===== config.mk =====
export PLATFORM = sky130hd
export DESIGN_NAME = dmem_arbiter_flat
export DESIGN_NICKNAME = d
export VERILOG_FILES = /design/src/rtl/dmem_arbiter_pkg.sv /design/src/rtl/dmem_arbiter_if.sv /design/src/rtl/dmem_arbiter_sat_counter.sv /design/src/rtl/dmem_arbiter.sv /design/src/flat_wrapper.sv
export SDC_FILE = /design/constraint.sdc
export NUM_CORES = 1
export LEC_CHECK = 0
export ABC_AREA = 0
export BUFFER_PORTS_ARGS = -buffer_cell sky130_fd_sc_hd__clkbuf_2
export CORE_AREA = 2 2 98 100
export DETAILED_ROUTE_END_ITERATION = 8
export DIE_AREA = 0 0 100 102
export PLACE_DENSITY_LB_ADDON = 0.3
export SLEW_MARGIN = 20
export SYNTH_ARGS = -nofsm -noshare
export SYNTH_HDL_FRONTEND = slang
export SYNTH_SLANG_ARGS = --single-unit

===== constraint.sdc =====
create_clock -name clk -period 7.96 [get_ports clk]
set_input_delay 1.592 -clock clk [delete_from_list [all_inputs] [get_ports clk]]
set_output_delay 1.592 -clock clk [all_outputs]
set_load 0.1 [all_outputs]

===== src/rtl/dmem_arbiter_pkg.sv =====
// Shared encodings for the data-memory arbiter: ownership, FSM states and
// the "no write" byte-enable pattern.
package dmem_arbiter_pkg;

  typedef enum logic {
    OWNER_CPU  = 1'b0,
    OWNER_HOST = 1'b1
  } owner_e;

  typedef enum logic {
    ST_IDLE       = 1'b0,
    ST_HOST_BURST = 1'b1
  } state_e;

  localparam logic [3:0] WREN_NONE = 4'b1111;

endpackage


===== src/rtl/dmem_arbiter_if.sv =====
// Bundles the CPU port, host port and data_mem bank signals of the arbiter.
// slave = arbiter side, master = environment side (CPU, host and banks).
interface dmem_arbiter_if;

  logic        cpu_req;
  logic [3:0]  cpu_wren_n;
  logic [7:0]  cpu_addr;
  logic [31:0] cpu_wdata;
  logic [31:0] cpu_rdata;
  logic        cpu_stall;

  logic        host_req;
  logic        host_last;
  logic [3:0]  host_wren_n;
  logic [7:0]  host_addr;
  logic [31:0] host_wdata;
  logic [31:0] host_rdata;
  logic        host_ack;

  logic [7:0]  mem_addr;
  logic [31:0] mem_wdata;
  logic [3:0]  mem_wren_n;
  logic [31:0] mem_rdata;

  modport slave (
    input  cpu_req, cpu_wren_n, cpu_addr, cpu_wdata,
    input  host_req, host_last, host_wren_n, host_addr, host_wdata,
    input  mem_rdata,
    output cpu_rdata, cpu_stall, host_rdata, host_ack,
    output mem_addr, mem_wdata, mem_wren_n
  );

  modport master (
    output cpu_req, cpu_wren_n, cpu_addr, cpu_wdata,
    output host_req, host_last, host_wren_n, host_addr, host_wdata,
    output mem_rdata,
    input  cpu_rdata, cpu_stall, host_rdata, host_ack,
    input  mem_addr, mem_wdata, mem_wren_n
  );

endinterface


===== src/rtl/dmem_arbiter_sat_counter.sv =====
// Saturating up-counter with synchronous clear; holds at all-ones.
module dmem_arbiter_sat_counter #(
  parameter int CNT_W = 16
) (
  input  logic             clk,
  input  logic             i_clr,
  input  logic             i_inc,
  output logic [CNT_W-1:0] o_count
);

  logic [CNT_W-1:0] r_count;

  // Clear has priority; increments stop once every bit is set.
  always_ff @(posedge clk) begin
    if (i_clr) begin
      r_count <= '0;
    end else if (i_inc && (r_count != {CNT_W{1'b1}})) begin
      r_count <= r_count + 1'b1;
    end
  end

  assign o_count = r_count;

endmodule


===== src/rtl/dmem_arbiter.sv =====
// Arbitrates the single-port data memory between the CPU execute stage and a
// host/loader port. Round-robin on ties, host bursts capped at MAX_BURST beats
// while the CPU is waiting, and a saturating count of CPU stall cycles.
module dmem_arbiter
  import dmem_arbiter_pkg::*;
#(
  parameter int MAX_BURST = 8,
  parameter int CNT_W     = 16
) (
  input  logic             clk,
  input  logic             rstd,
  dmem_arbiter_if.slave    bus,
  output logic [CNT_W-1:0] stall_cnt
);

  localparam logic [7:0] LP_MAX_BURST = 8'(MAX_BURST);

  state_e     r_state;
  logic [7:0] r_beatCnt;
  owner_e     r_lastGnt;

  state_e     w_stateEff;
  logic [7:0] w_beatEff;
  owner_e     w_lastEff;
  state_e     w_stateNext;
  logic [7:0] w_beatNext;
  owner_e     w_lastNext;
  logic       w_gntCpu;
  logic       w_gntHost;
  logic       w_cpuStall;

  // While reset is asserted the grant logic already sees the reset state, so a
  // burst is abandoned in the reset cycle itself.
  assign w_stateEff = rstd ? ST_IDLE    : r_state;
  assign w_beatEff  = rstd ? 8'd0       : r_beatCnt;
  assign w_lastEff  = rstd ? OWNER_HOST : r_lastGnt;

  // Arbitration FSM register; last grant starts at HOST so the CPU wins the first tie.
  always_ff @(posedge clk) begin
    if (rstd) begin
      r_state   <= ST_IDLE;
      r_beatCnt <= 8'd0;
      r_lastGnt <= OWNER_HOST;
    end else begin
      r_state   <= w_stateNext;
      r_beatCnt <= w_beatNext;
      r_lastGnt <= w_lastNext;
    end
  end

  // Grant decision and next state from the registered state and current requests.
  always_comb begin
    w_gntCpu    = 1'b0;
    w_gntHost   = 1'b0;
    w_stateNext = w_stateEff;
    w_beatNext  = w_beatEff;
    w_lastNext  = w_lastEff;

    case (w_stateEff)
      ST_IDLE: begin
        if (bus.cpu_req && bus.host_req) begin
          if (w_lastEff == OWNER_CPU) w_gntHost = 1'b1;
          else                        w_gntCpu  = 1'b1;
        end else if (bus.cpu_req) begin
          w_gntCpu = 1'b1;
        end else if (bus.host_req) begin
          w_gntHost = 1'b1;
        end
      end
      ST_HOST_BURST: begin
        if (bus.host_req && !(bus.cpu_req && (w_beatEff == LP_MAX_BURST))) begin
          w_gntHost = 1'b1;
        end else begin
          w_gntCpu    = bus.cpu_req;
          w_stateNext = ST_IDLE;
          w_beatNext  = 8'd0;
        end
      end
      default: begin
        w_stateNext = ST_IDLE;
        w_beatNext  = 8'd0;
      end
    endcase

    if (w_gntCpu) begin
      w_lastNext = OWNER_CPU;
    end

    if (w_gntHost) begin
      w_lastNext = OWNER_HOST;
      if (bus.host_last) begin
        w_stateNext = ST_IDLE;
        w_beatNext  = 8'd0;
      end else if (w_stateEff == ST_IDLE) begin
        w_stateNext = ST_HOST_BURST;
        w_beatNext  = 8'd1;
      end else if (w_beatEff != LP_MAX_BURST) begin
        w_beatNext  = w_beatEff + 8'd1;
      end
    end
  end

  assign w_cpuStall     = bus.cpu_req & ~w_gntCpu;
  assign bus.cpu_stall  = w_cpuStall;
  assign bus.host_ack   = bus.host_req & w_gntHost;
  assign bus.cpu_rdata  = bus.mem_rdata;
  assign bus.host_rdata = bus.mem_rdata;
  assign bus.mem_addr   = w_gntHost ? bus.host_addr  : bus.cpu_addr;
  assign bus.mem_wdata  = w_gntHost ? bus.host_wdata : bus.cpu_wdata;
  assign bus.mem_wren_n = w_gntCpu  ? bus.cpu_wren_n :
                          w_gntHost ? bus.host_wren_n : WREN_NONE;

  dmem_arbiter_sat_counter #(
    .CNT_W (CNT_W)
  ) u_stallCnt (
    .clk     (clk),
    .i_clr   (rstd),
    .i_inc   (w_cpuStall),
    .o_count (stall_cnt)
  );

endmodule


===== src/flat_wrapper.sv =====
// flat-port wrapper written by rule: the top's interface ports become plain ports
module dmem_arbiter_flat import dmem_arbiter_pkg::*;
#(
  parameter int MAX_BURST = 8,
  parameter int CNT_W     = 16
)
  (clk, rstd, stall_cnt, bus_cpu_req, bus_cpu_wren_n, bus_cpu_addr, bus_cpu_wdata, bus_host_req, bus_host_last, bus_host_wren_n, bus_host_addr, bus_host_wdata, bus_mem_rdata, bus_cpu_rdata, bus_cpu_stall, bus_host_rdata, bus_host_ack, bus_mem_addr, bus_mem_wdata, bus_mem_wren_n);
  dmem_arbiter_if bus_i ();
  input  logic clk;
  input  logic rstd;
  output logic [CNT_W-1:0] stall_cnt;
  input wire logic [$bits(bus_i.cpu_req)-1:0] bus_cpu_req;
  input wire logic [$bits(bus_i.cpu_wren_n)-1:0] bus_cpu_wren_n;
  input wire logic [$bits(bus_i.cpu_addr)-1:0] bus_cpu_addr;
  input wire logic [$bits(bus_i.cpu_wdata)-1:0] bus_cpu_wdata;
  input wire logic [$bits(bus_i.host_req)-1:0] bus_host_req;
  input wire logic [$bits(bus_i.host_last)-1:0] bus_host_last;
  input wire logic [$bits(bus_i.host_wren_n)-1:0] bus_host_wren_n;
  input wire logic [$bits(bus_i.host_addr)-1:0] bus_host_addr;
  input wire logic [$bits(bus_i.host_wdata)-1:0] bus_host_wdata;
  input wire logic [$bits(bus_i.mem_rdata)-1:0] bus_mem_rdata;
  output wire logic [$bits(bus_i.cpu_rdata)-1:0] bus_cpu_rdata;
  output wire logic [$bits(bus_i.cpu_stall)-1:0] bus_cpu_stall;
  output wire logic [$bits(bus_i.host_rdata)-1:0] bus_host_rdata;
  output wire logic [$bits(bus_i.host_ack)-1:0] bus_host_ack;
  output wire logic [$bits(bus_i.mem_addr)-1:0] bus_mem_addr;
  output wire logic [$bits(bus_i.mem_wdata)-1:0] bus_mem_wdata;
  output wire logic [$bits(bus_i.mem_wren_n)-1:0] bus_mem_wren_n;
  assign bus_i.cpu_req = bus_cpu_req;
  assign bus_i.cpu_wren_n = bus_cpu_wren_n;
  assign bus_i.cpu_addr = bus_cpu_addr;
  assign bus_i.cpu_wdata = bus_cpu_wdata;
  assign bus_i.host_req = bus_host_req;
  assign bus_i.host_last = bus_host_last;
  assign bus_i.host_wren_n = bus_host_wren_n;
  assign bus_i.host_addr = bus_host_addr;
  assign bus_i.host_wdata = bus_host_wdata;
  assign bus_i.mem_rdata = bus_mem_rdata;
  assign bus_cpu_rdata = bus_i.cpu_rdata;
  assign bus_cpu_stall = bus_i.cpu_stall;
  assign bus_host_rdata = bus_i.host_rdata;
  assign bus_host_ack = bus_i.host_ack;
  assign bus_mem_addr = bus_i.mem_addr;
  assign bus_mem_wdata = bus_i.mem_wdata;
  assign bus_mem_wren_n = bus_i.mem_wren_n;
  dmem_arbiter #(.MAX_BURST(MAX_BURST), .CNT_W(CNT_W)) u_core (.clk(clk), .rstd(rstd), .bus(bus_i), .stall_cnt(stall_cnt));
endmodule

==> impl_results.md, run 1 <==
- Critical path arrival: 4970 ps
- Area taken by multi-input logic gates: 1530 um2
- CTS Root Cell: clkbuf_8
- GR Util All Layers: 0.175
- Largest net degree at the start of global routing: 50
- CTS tree: yes
- Worst hold path type: register to register
- Measured slew at the worst slew-check pin: 680 ps
- ANT nets after route: 0
- Layout cell share with drive strength beyond 1: 0.364
- Antenna cell count: 0
- Worst-path clk slew: 90 ps
- Critical Path Start Type: input port
- Max_slew headroom: 0.546
- H-tree levels: 1
- DR WL/cell: 16.4 um
- Ys Warns: 0
- DRT Wirelength: 9560 um
- Yosys reg bits: 26
- # DRC: 0
- FMAX: 153 MHz
- Hold Vio Cnt, Final: 0
- Die W: 100 um
- Synth unique cells: 52
- Post-synthesis cell area: 2630 um2
- Layout area overhead: 16.2%
- Post-synthesis sequential area ratio: 0.198
- Sum of negative setup slack: 0 ps
- FP Rows: 35
- RSZ-0062 raised after global routing: false
- GRT Residual Overflow: 0
- CTS Buffer Depth: 2
- # fillers: 1010
- Worst VDD drop: 0.0901 mV
- Port Buf Inserts: 154
- Nets: 601
- Vias in the first global route: 2716
- Synth area leader: dfxtp_1
- Routed vias: 2953
- Starting density of the core: 0.289
- Chip height: 102 um
- Initial antenna violation count: 0
- Synth top area share: 0.198
- Gp weighted congestion: 0.884
- Worst-path fanout max: 49
- First-pass GRT wire length: 14000 um
- Syn_nets: 519
- Die area: 10200 um2
- Top post-synthesis cells by area: dfxtp_1, buf_4, nand2_1
- # hold bufs at CTS: 0
- Req. time, crit path: 6370 ps
- IO Count: 251
- Top-count cell post-synth: nand2_1
- MaxCap Viol Count: 0
- Status: completed
- PD cells: 156 nW/um2
- Setup-failing EPs final: 0
- Util after Layout: 0.335
- Cells after synthesis: 391
- Number of buffers created by CTS: 3
- Setup WS post-layout: 1400 ps
- CP endpoint kind: primary output
- Core Area: 9110 um2
- Mapped Avg Cell Area: 6.73 um2
- Minimum clock period: 6560 ps
- Final slew viol count: 0
- DR vias/cell: 5.07
- Register Area: 520 um2
- Pre-CTS setup slack: 1450 ps
- Post-CTS Repair Setup Buffers: 0
- Final period utilization: 0.824
- Synth Flop Type: dfxtp_1
- Number of synthesized flops with an enable pin: 0
- Asr flop ratio synth: 0
- Clk Latency, worst-skew pair: 280 ps
- Hold_ws: 518 ps
- Drt initial violations: 157
- Synth cell count leaders: nand2_1, buf_4, dfxtp_1
- Leakage: 0.00159 uW
- Post-cts gate resize count: 0
- Clock sink total: 26
- CP Class: input port to primary output
- DP HPWL: 7780 um
- Final Skew: 4.51 ps
- Drt pass-1 iters: 4
per-layer routing:
layer / routed length, um / global-route usage
met4: 155 / 0.0369
met3: 1310 / 0.0848
met5: 73 / 0.0481
met2: 4310 / 0.292
met1: 3710 / 0.202
kinds of logic (layout without fill, tap and decap cells):
| family | after synthesis | after routing | synth area share |
|---|---|---|---|
| AO/OA/AOI/OAI | 61 | 61 | 0.177 |
| adder cells (fa/ha/maj) | 3 | 3 | 0.0143 |
| flip-flops | 26 | 26 | 0.198 |
| buffers and inverters | 87 | 168 | 0.222 |
| multiplexers | 6 | 6 | 0.0257 |
| AND/OR/NAND/NOR | 204 | 204 | 0.349 |
| XOR/XNOR | 4 | 4 | 0.0133 |
layout make-up:
cell class / count / area share
Clock buffer: 4 / 0.0180
Multi-Input combinational cell: 278 / 0.499
Sequential cell: 26 / 0.170
Timing Repair Buffer: 156 / 0.257
Tap cell: 111 / 0.0455
Inverter: 8 / 0.00983
where the power goes:
part / total (uW) / internal (uW) / switching (uW) / leakage [uW]
registers: 132 / 131 / 1.25 / 0.000210
logic: 256 / 45.0 / 211 / 0.00135
clock network: 87.9 / 44.3 / 43.6 / 0.0000288
total: 476 / 220 / 256 / 0.00159
per-stage QoR:
| step | area, um2 | power [uW] | instances |
|---|---|---|---|
| final | 3060 | 476 | 583 |
| after global routing | 3060 | 496 | 583 |
| after CTS | 3060 | 483 | 583 |
| after detailed placement | 3000 | 392 | 579 |
| after global placement | 3000 | 391 | 579 |
| after floorplan | 2630 | 489 | 391 |
cell usage in the layout, fill, tap and decap left out, types with 2 or more instances in the layout:
master / n
clkbuf_2: 154
nand2_1: 132
dfxtp_1: 26
nor2_1: 20
a21oi_1: 12
nand3_1: 10
o21ai_0: 10
nand4_1: 8
nor2b_1: 7
inv_1: 7
and3_1: 5
o22a_1: 4
and2_1: 4
xnor2_1: 4
or3_1: 4
a22oi_1: 4
clkbuf_8: 4
nor3_1: 3
and4_1: 3
mux2i_1: 3
a311oi_1: 3
o31ai_1: 3
o311ai_0: 3
ha_1: 3
nor4b_1: 2
or4b_4: 2
mux2_2: 2
and4b_1: 2
o22ai_1: 2
o21a_1: 2
a2111oi_0: 2
buf_4: 2
registers in the layout (all words and copies together), names as in the netlist:
register,flops
u_core.r_beatCnt,8
u_core.r_state,1
u_core.r_lastGnt,1
u_core.u_stallCnt.o_count,16
path summary, 6_finish.rpt:
| kind | from | endpoint | slack (ps) | cells after the start |
|---|---|---|---|---|
| hold reg to reg | u_core.u_stallCnt.o_count[1]$_SDFFE_PP0P_ | u_core.u_stallCnt.o_count[1]$_SDFFE_PP0P_ | 520 | 2 |
| setup reg to reg | u_core.r_beatCnt[0]$_SDFF_PP0_ | u_core.r_beatCnt[7]$_SDFF_PP0_ | 5140 | 9 |
| setup / recovery | rstd | bus_mem_wdata[0] | 1400 | 12 |
| hold / removal | u_core.u_stallCnt.o_count[1]$_SDFFE_PP0P_ | u_core.u_stallCnt.o_count[1]$_SDFFE_PP0P_ | 520 | 2 |
worst max-delay path, cell delays in order:
cell and delay [ps]:
clkbuf_2 480, inv_1 260, nand2_1 140, ha_1 180, nor4b_1 350, nand2_1 230
o31ai_4 210, buf_4 460, inv_2 410, nand2_1 170, nand2_1 80, clkbuf_2 380
Note: power is estimated with default switching activity, not from simulation.
==> inputs of run 2 (changes only) <==
CORE_AREA = 2 2 97 99   (was 2 2 98 100)
DIE_AREA = 0 0 99 101   (was 0 0 100 102)
clock period = 5.59 ns   (was 7.96 ns; I/O delays follow)
==> run 2 against run 1 <==
Compared with the run above:
- first-iteration DRC count down 25%
- critical path depth down 1
- clock skew up 3.2 ps
- non-clock buffer count up 2
- global-route usage down 1.6 points
- sequential share of layout area down 0.25 points
- via count down 3.8%
==> impl_results.md, run 2 (synthesis results as in run 1) <==
- DR WL/cell: 15.1 um (-7.7%)
- CP Class: input port to primary output
- Measured slew at the worst slew-check pin: 723 ps (+43.0 ps)
- IO Count: 251 (unchanged)
- Min-delay src: u_core.u_stallCnt.o_count[6]$_SDFFE_PP0P_
- Commonest cells after routing, fill and taps aside: clkbuf_2, nand2_1, dfxtp_1
- Layout area overhead: 17.9%
- Port Buf Inserts: 154 (unchanged)
- WL met3: 855 um (-35%)
- # hold bufs at CTS: 0 (unchanged)
- Final period utilization: 0.888
- Register Area: 520 um2 (unchanged)
- Die W: 99 um (-1.0%)
- Dpl cell area: 3030 um2 (+1.0%)
- FMAX: 201 MHz
- Area taken by multi-input logic gates: 1530 um2 (unchanged)
- Final Skew: 7.76 ps (+3.24 ps)
- # fillers: 1028 (+1.8%)
- Antenna cell count: 0 (unchanged)
- CTS tree: yes
- Max_slew headroom: 0.518 (-0.0287)
- Max Used Layer: met4
- CTS Buffer Depth: 2 (unchanged)
- Routed vias: 2840 (-3.8%)
- DR vias/cell: 4.85 (-4.2%)
- Worst VDD drop: 0.136 mV (+51%)
- Vias in the first global route: 2577 (-5.1%)
- Post-CTS Repair Setup Buffers: 0 (unchanged)
- Util after Layout: 0.346 (+0.0101)
- CTS Root Cell: clkbuf_8
- GR Util All Layers: 0.159 (-0.0157)
- Layout cell share with drive strength beyond 1: 0.367 (+0.00268)
- Hold_ws: 527 ps (+9.13 ps)
- Reg-to-reg endpoint: u_core.r_beatCnt[7]$_SDFF_PP0_
- Hold path endpoint: u_core.u_stallCnt.o_count[6]$_SDFFE_PP0P_
- Drt initial violations: 117 (-25%)
- Clk Latency, worst-skew pair: 280 ps (about the same)
- DP HPWL: 7170 um (-7.9%)
- Routed met2 length: 4180 um (-3.0%)
- ANT nets after route: 0 (unchanged)
- RSZ-0062 raised after global routing: false
- Req. time, crit path: 4470 ps (-1900 ps)
- Largest register FFs: 16 (unchanged)
- Sum of negative setup slack: 0 ps (unchanged)
- Reg-to-Reg Start: u_core.r_beatCnt[0]$_SDFF_PP0_
- # DRC: 0 (unchanged)
- Leakage: 0.00161 uW (+1.5%)
- DRT Wirelength: 8860 um (-7.4%)
- Setup-failing EPs final: 0 (unchanged)
- Design area: 3100 um2 (+1.5%)
- Status: completed
- Minimum clock period: 4960 ps
- Gp weighted congestion: 0.925 (+4.7%)
- H-tree levels: 1 (unchanged)
- Hold Vio Cnt, Final: 0 (unchanged)
- Number of buffers created by CTS: 3 (unchanged)
- Critical Path Start Type: input port
- FP Rows: 35 (unchanged)
- First-pass GRT wire length: 13000 um (-7.1%)
- PD cells: 231 nW/um2 (+48%)
- Die area: 10000 um2 (-2.0%)
- Chip height: 101 um (-0.98%)
- WL met1: 3740 um (+0.78%)
- CP endpoint kind: primary output
- Worst-path fanout max: 43 (-12%)
- Initial antenna violation count: 0 (unchanged)
- Post-cts gate resize count: 0 (unchanged)
- Worst-path clk slew: 100 ps (about the same)
- Commonest non-fill, non-tap cell in the layout: clkbuf_2
- Drt pass-1 iters: 4 (unchanged)
- Worst R2R Setup Slack: 3150 ps (-1990 ps)
- Core Area: 8980 um2 (-1.4%)
- GRT Residual Overflow: 0 (unchanged)
- Final slew viol count: 0 (unchanged)
- Critical path arrival: 3850 ps (-1120 ps)
- Largest net degree at the start of global routing: 45 (-10%)
- Worst hold path type: register to register
- Worst reg-to-reg path cell count: 8 (-1)
- Starting density of the core: 0.293 (+0.00423)
- Worst Hold Depth: 2 (unchanged)
- Nets: 603 (+0.33%)
- Clock sink total: 26 (unchanged)
- MaxCap Viol Count: 0 (unchanged)
==> run 2: changes by cell type in the layout (fill, tap and decap cells not counted), sizes merged <==
cell    before  now
clkbuf     158  156
bufinv       0    1
buf          2    5
==> run 2: worst max path at each step <==
stage	start	to	slack (ps)
floorplan	rstd	bus_mem_addr[0]	1050
global placement	rstd	bus_mem_wdata[16]	780
detailed placement	rstd	bus_mem_wdata[12]	660
CTS	rstd	bus_mem_wdata[12]	650
global route	rstd	bus_mem_addr[7]	340
finish	rstd	bus_mem_wdata[16]	630
==> run 2: worst max-delay path, stage by stage <==
cell and delay, ps:
clkbuf_2 280, inv_1 190, nand2_1 120, ha_1 150
nor4b_1 320, nand2_1 230, o31ai_4 400, inv_2 390
nand2_1 160, nand2_1 100, clkbuf_2 380
==> run 2: layer usage <==
layer / up-vias / global-route usage
met5: - / 0
met4: 0 / 0.0200
met3: 8 / 0.0437
met2: 163 / 0.272
met1: 1235 / 0.207
li1: 1434 / -
==> run 2: stage by stage <==
stage | cells | worst slack (ps) | power (uW)
3_5_place_dp | 581 | 659 | 560
5_1_grt | 585 | 336 | 743
2_1_floorplan | 391 | 1050 | 696
3_3_place_gp | 581 | 783 | 559
4_1_cts | 585 | 645 | 722
6_report | 585 | 626 | 716
==> run 2: where the power goes <==
| group | internal, uW | switching [uW] | total, uW |
|---|---|---|---|
| clock network | 96.0 | 65.8 | 162 |
| registers | 187 | 2.08 | 189 |
| logic | 66.7 | 299 | 366 |
==> run 2: cell type report <==
cell class / count / area share
repair buffers: 158 / 0.263
clock inverters: 1 / 0.00968
inverters: 8 / 0.00968
clock buffers: 3 / 0.0133
flip-flops and latches: 26 / 0.168
multi-input cells: 278 / 0.492
well taps: 111 / 0.0448
==> inputs of run 3 (changes only) <==
BUFFER_PORTS_ARGS = unset   (was -buffer_cell sky130_fd_sc_hd__clkbuf_2)
CORE_AREA = 2 2 98 100   (was 2 2 97 99)
DIE_AREA = 0 0 100 102   (was 0 0 99 101)
DONT_BUFFER_PORTS = 1   (was unset)
==> run 3 against run 2 <==
Compared with the run above:
- first-iteration DRC count is 39% higher
- core utilization down 5.3 points
- clock-buffer cell count is the same
- sequential share of layout area increased by 2.8 points
- non-clock buffer count decreased by 108
- critical path depth decreased by 1
- final cell count is 18% lower
- routed wire length rose by 4.3%
- die area up 2.0%
- design area down 14%
- critical path type unchanged
==> impl_results.md, run 3 (synthesis results as in run 1) <==
- Status: completed
- Port Buf Inserts: 0 (-100%)
- First-pass GRT wire length: 13000 um (-0.11%)
- Final Skew: 4.96 ps (-2.79 ps)
- FP Rows: 35 (unchanged)
- Worst Hold Depth: 2 (unchanged)
- CP Class: input port to primary output
- DP HPWL: 7370 um (+2.9%)
- Measured slew at the worst slew-check pin: 1130 ps (+408 ps)
- Layout area overhead: 1.19%
- Initial antenna violation count: 0 (unchanged)
- Reg-to-Reg Start: u_core.u_stallCnt.o_count[0]$_SDFFE_PP0P_
- RSZ-0062 raised after global routing: false
- PD cells: 261 nW/um2 (+13%)
- Routed vias: 2552 (-10%)
- # hold bufs at CTS: 0 (unchanged)
- # DRC: 0 (unchanged)
- Core Area: 9110 um2 (+1.5%)
- ANT nets after route: 0 (unchanged)
- CP endpoint kind: primary output
- Layout cell share with drive strength beyond 1: 0.180 (-0.187)
- Final period utilization: 0.789 (-0.0993)
- Commonest non-fill, non-tap cell in the layout: nand2_1
- Critical path arrival: 3290 ps (-560 ps)
- Worst VDD drop: 0.0933 mV (-31%)
- Number of buffers created by CTS: 3 (unchanged)
- Post-cts gate resize count: 0 (unchanged)
- Worst-path clk slew: 100 ps (about the same)
- Max_slew headroom: 0.245 (-0.272)
- Reg-to-reg endpoint: u_core.u_stallCnt.o_count[12]$_SDFFE_PP0P_
- Critical Path Start Type: input port
- Leakage: 0.00118 uW (-27%)
- Minimum clock period: 4410 ps (-555 ps)
- MaxCap Viol Count: 0 (unchanged)
- Non-Filler Instances: 477 (-18%)
- Area taken by multi-input logic gates: 1530 um2 (unchanged)
- Clk Latency, worst-skew pair: 280 ps (about the same)
- # fillers: 1001 (-2.6%)
- Chip height: 102 um (+0.99%)
- CTS tree: yes
- Worst R2R Setup Slack: 2860 ps (-290 ps)
- Post-Place Cells: 473 (-19%)
- GR Util All Layers: 0.165 (+0.00612)
- Drt pass-1 iters: 4 (unchanged)
- Hold path endpoint: u_core.r_beatCnt[7]$_SDFF_PP0_
- Design area: 2660 um2 (-14%)
- Nets: 495 (-18%)
- Drt initial violations: 163 (+39%)
- H-tree levels: 1 (unchanged)
- Vias in the first global route: 2300 (-11%)
- Worst hold path type: register to register
- FMAX: 227 MHz (+13%)
- Commonest cells after routing, fill and taps aside: nand2_1, buf_4, dfxtp_1
- GRT Residual Overflow: 0 (unchanged)
- Sum of negative setup slack: 0 ps (unchanged)
- Die W: 100 um (+1.0%)
- Worst reg-to-reg path cell count: 6 (-2)
- CTS Root Cell: clkbuf_8
- Register Area: 520 um2 (unchanged)
- Clock sink total: 26 (unchanged)
- Pre-CTS setup slack: 1170 ps (+515 ps)
- Largest register FFs: 16 (unchanged)
- DRT Wirelength: 9240 um (+4.3%)
- Largest net degree at the start of global routing: 49 (+8.9%)
- Min-delay src: u_core.r_beatCnt[7]$_SDFF_PP0_
- Setup-failing EPs final: 0 (unchanged)
- Gp weighted congestion: 0.839 (-9.3%)
- Final slew viol count: 0 (unchanged)
- Setup WS post-layout: 1180 ps (+555 ps)
- Dpl cell area: 2590 um2 (-15%)
- DR vias/cell: 5.35 (+10%)
- Req. time, crit path: 4470 ps (about the same)
- Worst-path fanout max: 48 (+12%)
- Post-CTS Repair Setup Buffers: 0 (unchanged)
- DR WL/cell: 19.4 um (+28%)
- Hold_ws: 574 ps (+47.4 ps)
- Die area: 10200 um2 (+2.0%)
- IO Count: 251 (unchanged)
- CTS Buffer Depth: 2 (unchanged)
- Starting density of the core: 0.289 (-0.00423)
- Antenna cell count: 0 (unchanged)
- Hold Vio Cnt, Final: 0 (unchanged)
## run 3: final cells by class
type                            instances  area share
Multi-Input combinational cell        278       0.573
Sequential cell                        26       0.196
Timing Repair Buffer                   50       0.141
Tap cell                              111      0.0522
Clock buffer                            3      0.0155
Clock inverter                          1      0.0113
Inverter                                8      0.0113
## run 3: worst max-delay path: stages
cell and delay, ps:
inv_1 80, nand2_1 100, ha_1 150, nor4b_1 310
nand2_1 210, o31ai_4 230, buf_4 450, nand2_1 220
nand2_1 110, buf_4 290
## run 3: how the worst max path moves through the flow
stage | from | end | slack (ps) | cells after the start
floorplan | rstd | bus_mem_addr[0] | 1050 | 11
global placement | rstd | bus_mem_wdata[24] | 1200 | 10
detailed placement | rstd | bus_mem_wdata[24] | 1170 | 10
CTS | rstd | bus_mem_wdata[24] | 1170 | 10
global route | rstd | bus_mem_wdata[24] | 1020 | 10
finish | rstd | bus_mem_wdata[24] | 1180 | 10
## run 3: layer usage
layer	global-route usage	vias to the layer above	routed length, um
li1	-	1219	-
met1	0.187	1159	3680
met2	0.271	162	4150
met3	0.104	10	1310
met4	0.0169	2	35
met5	0.0481	-	68
## run 3: per-stage QoR
step | total power, uW | util
floorplan | 696 | -
global placement | 539 | 0.284
detailed placement | 540 | 0.284
CTS | 703 | 0.292
global route | 717 | 0.292
finish | 695 | 0.292
## run 3: report_power, final
group          switching, uW  total, uW  leakage (uW)  internal, uW
registers               4.00        191      0.000210           187
logic                    283        344      0.000937          61.5
clock network           64.6        160     0.0000357          95.9
total                    351        695       0.00118           344
